<file path="src/rtl/seq_truth_table.sv">
// Reprogrammable NIN-input truth-table gate with registered output and serial table load.
// Define SEQ_TT_FILTER_EN to add a HOLD-cycle persistence filter in front of out_o.
module seq_truth_table #(
   parameter int                  NIN     = 3,
   parameter logic [(2**NIN)-1:0] TT_INIT = 8'h34,
   parameter int                  HOLD    = 2
) (
   input  logic           clk_i,
   input  logic           rst_i,
   input  logic [NIN-1:0] in_i,
   input  logic           cfg_start_i,
   input  logic           cfg_valid_i,
   input  logic           cfg_bit_i,
   output logic           cfg_ready_o,
   output logic           cfg_done_o,
   output logic           out_o
);
   localparam int TTW = 2**NIN;
   localparam int CW  = $clog2(TTW) + 1;

   localparam logic [1:0] S_IDLE   = 2'd0;
   localparam logic [1:0] S_LOAD   = 2'd1;
   localparam logic [1:0] S_COMMIT = 2'd2;

   if (HOLD < 1) begin : g_bad_hold
      $error("HOLD must be >= 1");
   end

   logic [1:0]     state_q, state_d;
   logic [CW-1:0]  cnt_q, cnt_d;
   logic [TTW-1:0] shadow_q, shadow_d;
   logic [TTW-1:0] active_q, active_d;
   logic           out_q, out_d;
   logic           raw;

   // MSB holds row 0, so the row index is the bitwise inverse of the inputs.
   assign raw = active_q[~in_i];

   always_comb begin
      state_d  = state_q;
      cnt_d    = cnt_q;
      shadow_d = shadow_q;
      active_d = active_q;
      case (state_q)
         S_IDLE: begin
            if (cfg_start_i) begin
               state_d = S_LOAD;
               cnt_d   = '0;
            end
         end
         S_LOAD: begin
            if (cfg_start_i) begin
               cnt_d    = '0;
               shadow_d = '0;
            end else if (cfg_valid_i) begin
               shadow_d = {shadow_q[TTW-2:0], cfg_bit_i};
               cnt_d    = cnt_q + 1'b1;
               if (cnt_q == CW'(TTW - 1)) state_d = S_COMMIT;
            end
         end
         S_COMMIT: begin
            active_d = shadow_q;
            state_d  = S_IDLE;
         end
         default: state_d = S_IDLE;
      endcase
   end

   always_ff @(posedge clk_i or posedge rst_i) begin
      if (rst_i) begin
         state_q  <= S_IDLE;
         cnt_q    <= '0;
         shadow_q <= '0;
         active_q <= TT_INIT;
      end else begin
         state_q  <= state_d;
         cnt_q    <= cnt_d;
         shadow_q <= shadow_d;
         active_q <= active_d;
      end
   end

`ifdef SEQ_TT_FILTER_EN
   localparam int HW = $clog2(HOLD) + 1;

   logic [HW-1:0] stab_q, stab_d;
   logic          raw_prev_q;

   // Count consecutive cycles of an unchanged raw that disagrees with out.
   always_comb begin
      out_d  = out_q;
      stab_d = '0;
      if ((raw != out_q) && (raw == raw_prev_q)) begin
         if (stab_q == HW'(HOLD - 1)) out_d  = raw;
         else                         stab_d = stab_q + 1'b1;
      end
   end

   always_ff @(posedge clk_i or posedge rst_i) begin
      if (rst_i) begin
         stab_q     <= '0;
         raw_prev_q <= 1'b0;
      end else begin
         stab_q     <= stab_d;
         raw_prev_q <= raw;
      end
   end
`else
   assign out_d = raw;
`endif

   always_ff @(posedge clk_i or posedge rst_i) begin
      if (rst_i) out_q <= 1'b0;
      else       out_q <= out_d;
   end

   assign out_o       = out_q;
   assign cfg_ready_o = (state_q == S_LOAD);
   assign cfg_done_o  = (state_q == S_COMMIT);
endmodule

</file>
<file path="config.mk">
export PLATFORM = sky130hd
export DESIGN_NAME = seq_truth_table
export DESIGN_NICKNAME = d
export VERILOG_FILES = /design/src/rtl/seq_truth_table.sv
export SDC_FILE = /design/constraint.sdc
export NUM_CORES = 1
export LEC_CHECK = 0
export BUFFER_PORTS_ARGS = -buffer_cell sky130_fd_sc_hd__buf_4
export CAP_MARGIN = 20
export CORE_AREA = 2 2 54 56
export CTS_CLUSTER_SIZE = 20
export DETAILED_ROUTE_END_ITERATION = 8
export DIE_AREA = 0 0 56 58
export GPL_TIMING_DRIVEN = 0
export SLEW_MARGIN = 25
export SYNTH_ARGS = -nofsm -noshare
export SYNTH_HDL_FRONTEND = slang
export SYNTH_SLANG_ARGS = --single-unit
export TNS_END_PERCENT = 10
</file>
<file path="constraint.sdc">
create_clock -name clk_i -period 1.7 [get_ports clk_i]
set_input_delay 0.255 -clock clk_i [delete_from_list [all_inputs] [get_ports clk_i]]
set_output_delay 0.255 -clock clk_i [all_outputs]
set_load 0.01 [all_outputs]
</file>
* After elaboration in Yosys (flattened, before gate mapping)
Cells that the tools add are included.
Widths: inputs -> output; s select.
** Word-level totals
- Word-level logic and storage cells :: 35
- Input bits :: 8
- Output and inout port bits :: 3
- Bits in registers :: 23
** Operators by class
- Reductions and logical operators :: 6
- Multiplexer cells :: 13
- Add/subtract/negate cells :: 1
- Order comparisons :: 1
- Bitwise gates (word level) :: 1
- Equality and inequality tests :: 8
** Operators with widths (number)
- $mux 8 :: 2
- $mux 4 :: 3
- $mux 2 :: 4
- $pmux 4 s2 :: 1
- $ne 2x2->1 const B :: 3
- $add 4x1->4 const B :: 1
- $eq 4x3->1 const B :: 1
- $lt 3x4->1 const B :: 1
- $pmux 2 s2 :: 1
- $reduce_and 4->1 :: 1
- $reduce_bool 2->1 :: 2
- $bmux 1 s3 :: 1
- $ne 3x3->1 const B :: 1
- $not 3->3 :: 1
- $reduce_and 3->1 :: 1
- $eq 2x1->1 const B :: 1
- $eq 2x2->1 const B :: 1
- $logic_not 2->1 :: 1
- $ne 2x1->1 const B :: 1
- $reduce_and 2->1 :: 1
- $mux 1 :: 1

* Logic depth before layout (Yosys ltp)
Gate-level depths: netlist of the first run.
- Depth in word-level cells :: 5
- Mapped depth :: 4
- Mapped depth without buffers :: 4

* Worst setup path before layout of the first run
OpenSTA, ideal clock, no wires.
- Kind :: reg2reg
- Start point :: reg state_q[1]
- End point :: reg active_q[0]
- Data required time :: 1.575 ns
- Clock period less this slack :: 1.258 ns
- Path slack :: 0.442 ns
- Stages on the path, launching flop included :: 5
- Setup time :: 0.125 ns
- Buffers on the path :: 2
- Arrival time :: 1.133 ns
- Cell sequence :: dfrtp_1 -> buf_2 -> nor2b_1 -> buf_4 -> mux2_2
** Between the ends
- Cells in the longest elaborated chain, start to end :: 1
** Ends and longest elaborated chain
- from (decl) :: RTL line 29 : logic [1:0] state_q, state_d;
- from (signal assigned) :: RTL line 76 : state_q <= state_d;
- $eq 2x2->1
- named net cfg_done_o :: RTL line 15 : output logic cfg_done_o,
- to (signal assigned) :: RTL line 79 : active_q <= active_d;
- to (decl) :: RTL line 32 : logic [TTW-1:0] active_q, active_d;
The timed path passes the listed nets, and every way through them passes these cells.
A chain may end at the register's enable or synchronous reset.

* Worst setup path after layout of the first run
- Start point :: reg state_q[1]
- End point :: out cfg_done_o
** Between the ends
- Cells in the longest elaborated chain, start to end :: 1
** Ends and longest elaborated chain
- $eq 2x2->1 :: RTL line 119 : assign cfg_done_o = (state_q == S_COMMIT);
- to (decl) :: RTL line 15
Every way passes these cells.

==> flow_summary.ini, run 1 <==
[worst_setup_path]
crit_fanout = 10
max_stage_delay_ps = 390
end_kind = primary output
required_ps = 1440
crit_family = buffers and inverters
criticalPathCategory = reg -> out
slowest_stage = dfrtp_1
crit_chain = clkbuf_4, nor2b_1, buf_4, buf_4
critPathArrivalTime_ps = 1330
start_kind = flip-flop
cp_common_cell = buf_4
crit_buf_inv = 3

[floorplanning]
start_util_pct = 38.2
die_h_um = 58
ioPinCount = 11
dieWidth_um = 56
rows = 19
core_um2 = 2660
die_area_um2 = 3250

[yosys]
ys_warn_count = 0
synth_fp_nets = 86
synth_edf_count = 0
synth.yosys.seq_area_share_pct = 57.0
netlist_area_um2 = 1020
synth.avg_cell_area_um2 = 13.2
netlist_instances = 77
yosys_most_used_dff = dfrtp_1
async_flop_share_pct = 100
ys_types = 25
synth_seq_cells = 23

[timing]
min_period_ps = 1590
fmaxAchievable_mhz = 629
rsz0062_at_grt = no
finalCritPeriodShare_pct = 93.5
finalClockSkew_ps = 1.88
finalSetupTns_ps = 0
hold_viol = 0
finalSetupViolCount = 0
drv_slew = 0
worst_pin_slew_ps = 864
slew_headroom_pct = 42.3
hold_slack_ps = 120

[routing]
viasPerCell = 5.40
met3WireLength_um = 73
wl_mm = 1.70
post-route-drc-count = 0
drt_iter0_drc = 11
drtPass1Iterations = 4
num_vias = 654
avgRoutedWirePerCell_um = 14.0
wl_met2_um = 808
top_layer = met3
wl_met1_um = 815
antenna_left = 0

[run]
max_cap_viol_count = 0

[global_routing]
overflow = 0
antenna_found_initial = 0
grt_pass1_wl_mm = 3.07
grt_start_max_net_pins = 24
grt_pass1_vias = 643
track_usage_pct = 12.3

[clock_tree]
cts_buffer_depth = 2
cts_buffers = 3
insertion_delay_ps = 300
cts_resized = 0
cts-root-buf = clkbuf_4
cts.clk_slew.worst_paths_ps = 120
cts_setup_buffers = 0
cts.sinks = 23
ctsHoldBuffers = 0
cts_tree = built
cts_max_level = 1

[finish]
antenna_cells = 0
fillers = 259
synthToLayoutAreaGrowth_pct = 13.3
stdcell_count = 121
drive_gt1_share_pct = 31.1
fin_nets = 100
final_core_util_pct = 43.2

[place]
dpl.hpwl_mm = 1.24
port_buffers = 9
place.gp.congestion = 0.742
placed_cells_incl_taps = 117

[power]
power_switching_uw = 194
powerDensity_nw_per_um2 = 749
power.internal_uw = 668
peakVddDrop_v = 0.000393
share_seq_of_total_power_pct = 65.1
pwr-share-comb_pct = 6.2
p_leak_nw = 0.546
switching_share_pct = 22.5
pwr-share-clk_pct = 28.6

[min_path]
holdCritPathClass = in -> async

[run_status]
status = complete, no violations
==> kinds of logic (layout without fill, tap and decap cells) <==
kind of cell	after synthesis	count (layout)	synth area share, %
muxes	13	13	17.1
and+or+nand+nor	16	16	9.24
buffers and inverters	5	18	2.46
adders and majority gates	1	1	1.23
AOI/OAI and AO/OA	18	18	12.1
xor gates and xnor gates	1	1	0.862
DFF	23	23	57.0
==> routing by layer <==
| metal | global-route usage [%] | up-vias |
|---|---|---|
| li1 | - | 318 |
| met1 | 17.0 | 322 |
| met2 | 18.7 | 14 |
| met3 | 2.90 | 0 |
| met4 | 5.10 | 0 |
| met5 | 0 | - |
==> through the flow <==
step | instance area, um^2 | power [mW] | worst slack [ps]
6_report | 1150 | 0.862 | 111
3_3_place_gp | 1120 | 0.625 | 376
5_1_grt | 1150 | 0.914 | 15.1
4_1_cts | 1150 | 0.882 | 84.7
2_1_floorplan | 1020 | 0.603 | 442
3_5_place_dp | 1120 | 0.627 | 370
==> flip-flops by register name, indices dropped and copies added, names as in the netlist <==
register,count
cnt_q,4
active_q,8
out_o,1
shadow_q,8
state_q,2
==> path summary, 6_finish.rpt <==
| path | startpoint | to | slack, ps | depth (start not counted) |
|---|---|---|---|---|
| hold / removal | rst_i | cnt_q[1]$_DFFE_PP0P_ | 120 | 2 |
| min in group clk_i | cfg_bit_i | shadow_q[0]$_DFFE_PP0P_ | 170 | 2 |
| setup / recovery | state_q[1]$_DFFE_PP0P_ | cfg_done_o | 110 | 4 |
| setup reg to reg | state_q[1]$_DFFE_PP0P_ | active_q[1]$_DFFE_PP0P_ | 390 | 4 |
| max in group asynchronous | rst_i | shadow_q[5]$_DFFE_PP0P_ | 1050 | 2 |
| hold reg to reg | active_q[6]$_DFFE_PP0P_ | active_q[6]$_DFFE_PP0P_ | 510 | 1 |
==> power by group through the flow <==
stage	Sequential [mW]	Combinational [mW]	Clock (mW)
final	0.562	0.0537	0.247
after global routing	0.563	0.0614	0.289
after CTS	0.562	0.0552	0.265
after detailed placement	0.572	0.0554	0
after global placement	0.571	0.0536	0
after floorplan	0.570	0.0331	0
==> cell usage after synthesis (2+ instances only) <==
master / number / share of area, %
mux4_1: 2 / 5.2
inv_1: 2 / 0.74
o21ai_0: 5 / 2.5
a22o_1: 7 / 6.0
nor2b_1: 2 / 1.2
mux2i_1: 2 / 2.0
buf_2: 2 / 0.99
nand3_1: 2 / 0.99
dfstp_2: 3 / 7.8
nor2_1: 2 / 0.74
nand2_1: 5 / 1.8
mux2_2: 9 / 10
dfrtp_1: 20 / 49
a21oi_1: 3 / 1.5
==> worst register-to-register path, cell delays in order, from the launching register on <==
cell and delay [ps]:
dfrtp_1 350, clkbuf_4 190, nor2b_1 140, buf_4 180, mux2_2 350
==> cells in the final DEF, fill, tap and decap left out, drive strengths merged, types with 2 or more instances in the layout <==
cell | Yosys | layout
mux2 | 9 | 9
dfstp | 3 | 3
nor2 | 2 | 2
nand2 | 5 | 5
nor3 | 2 | 2
a21oi | 3 | 3
dfrtp | 20 | 20
a22o | 7 | 7
inv | 2 | 2
nand3 | 2 | 2
clkbuf | 0 | 5
buf | 3 | 11
mux2i | 2 | 2
mux4 | 2 | 2
nor2b | 2 | 2
o21ai | 6 | 6
==> area by class of cell <==
type | instances | area, um^2 | area share [%]
clock buffer | 4 | 26.3 | 2.28
multi-input combinational | 49 | 412 | 35.8
sequential | 23 | 579 | 50.3
inverter | 2 | 7.51 | 0.652
buffer | 3 | 20.0 | 1.74
tap | 31 | 38.8 | 3.37
timing repair buffer | 9 | 67.6 | 5.87
No activity file was read; power rests on OpenSTA's default activity.
==> run 2: changes to the inputs <==
Settings changed: BUFFER_PORTS_ARGS -buffer_cell sky130_fd_sc_hd__buf_4 to default, DONT_BUFFER_PORTS from default to 1.
==> flow_summary.ini, run 2 (synthesized netlist as in run 1, its figures left out) <==
[power]
peakVddDrop_v = 0.000509
power.internal_uw = 656
switching_share_pct = 24.2
p_leak_nw = 0.506
pwr-share-comb_pct = 4.6
power_switching_uw = 210
share_seq_of_total_power_pct = 64.8
powerDensity_nw_per_um2 = 800
pwr-share-clk_pct = 30.5

[clock_tree]
cts-root-buf = clkbuf_4
cts_tree = built
cts_buffer_depth = 2
insertion_delay_ps = 320
cts_resized = 0
cts_setup_buffers = 0
cts.clk_slew.worst_paths_ps = 140
ctsHoldBuffers = 0
cts_max_level = 1
cts_buffers = 3
cts.sinks = 23

[timing]
hold_slack_ps = -16.3
hold_viol = 20
finalCritPeriodShare_pct = 87.2
worst_pin_slew_ps = 860
slew_headroom_pct = 42.6
finalClockSkew_ps = 5.48
fmaxAchievable_mhz = 675
finalSetupTns_ps = 0
finalSetupViolCount = 0
setup_ws_ps = 217
min_period_ps = 1480
drv_slew = 0
rsz0062_at_grt = no

[worst_setup_path]
crit_fanout = 10
r2r_start = state_q[1]$_DFFE_PP0P_
reg2regPathDepth = 4
crit_family = buffers and inverters
max_stage_delay_ps = 360
critPathArrivalTime_ps = 1230
crit_buf_inv = 2
end_kind = primary output
criticalPathCategory = reg -> out
required_ps = 1440
cp_num_cells = 3
crit_chain = buf_2, nor2b_1, buf_4
critPathLaunch = state_q[1]$_DFFE_PP0P_
slowest_stage = dfrtp_1
start_kind = flip-flop

[global_routing]
overflow = 0
grt_pass1_wl_mm = 3.01
track_usage_pct = 12.2
antenna_found_initial = 0
grt_start_max_net_pins = 24
grt_pass1_vias = 617

[place]
port_buffers = 0
placed_cells_incl_taps = 108
dp_worst_setup_slack_ps = 348
dpl.hpwl_mm = 1.25
place.gp.congestion = 0.688

[floorplanning]
die_area_um2 = 3250
rows = 19
start_util_pct = 38.2
ioPinCount = 11
die_h_um = 58
dieWidth_um = 56
core_um2 = 2660

[finish]
antenna_cells = 0
fillers = 275
fin_nets = 91
register_area_um2 = 579
final_core_util_pct = 40.6
mostFrequentLayoutCell = dfrtp_1
synthToLayoutAreaGrowth_pct = 6.53
stdcell_count = 112
reg.largest.list = active_q: 8 flops, shadow_q: 8 flops, cnt_q: 4 flops
drive_gt1_share_pct = 24.7
layout_common_cells = 20 x dfrtp_1, 9 x mux2_2, 7 x a22o_1
multi_input_area_um2 = 412

[routing]
antenna_left = 0
post-route-drc-count = 0
viasPerCell = 5.58
num_vias = 625
wl_mm = 1.69
drtPass1Iterations = 4
drt_iter0_drc = 21
avgRoutedWirePerCell_um = 15.1

[run]
max_cap_viol_count = 0

[min_path]
holdCritPathClass = in -> async

[run_status]
violations = hold timing
status = finished, violations left
## run 2: cell count changes in the layout (fill, tap and decap cells not counted), sizes merged
cell | before | now
buf | 11 | 3
clkbuf | 5 | 3
clkinv | 0 | 1
## run 2: power by group through the flow
stage	clock (mW)	combinational, mW	sequential (mW)
3_5_place_dp	0	0.0413	0.572
4_1_cts	0.271	0.0412	0.562
6_report	0.264	0.0402	0.562
5_1_grt	0.286	0.0462	0.563
2_1_floorplan	0	0.0331	0.570
3_3_place_gp	0	0.0398	0.571
## run 2: worst paths after layout
check / endpoint / slack [ps]
max in group asynchronous: state_q[0]$_DFFE_PP0P_ / 1190
setup / recovery: cfg_done_o / 220
setup reg to reg: active_q[1]$_DFFE_PP0P_ / 350
hold / removal: shadow_q[5]$_DFFE_PP0P_ / -20
min in group clk_i: shadow_q[0]$_DFFE_PP0P_ / 80
hold reg to reg: active_q[6]$_DFFE_PP0P_ / 520
## run 2: per-stage QoR
step / instance area [um^2] / total power [mW] / hold WS (ps)
6_report: 1080 / 0.866 / -16.3
5_1_grt: 1080 / 0.895 / 51.1
4_1_cts: 1080 / 0.874 / 11.2
3_5_place_dp: 1050 / 0.613 / 373
3_3_place_gp: 1050 / 0.611 / 360
2_1_floorplan: 1020 / 0.603 / 255
## run 2: per-layer routing
layer / up-vias / global-route usage, % / part of all wire (%)
met5: - / 0 / 0
met4: 0 / 3.06 / 0.47
met3: 2 / 5.13 / 6.5
met2: 17 / 18.0 / 46
met1: 314 / 16.7 / 47
li1: 292 / - / -
## run 2: area by class of cell
| type | instances | area share (%) |
|---|---|---|
| clock inverters | 1 | 0.462 |
| inverters | 2 | 0.694 |
| plain buffers | 3 | 1.62 |
| multi-input cells | 49 | 38.0 |
| flip-flops and latches | 23 | 53.5 |
| clock buffers | 3 | 2.08 |
| well taps | 31 | 3.58 |
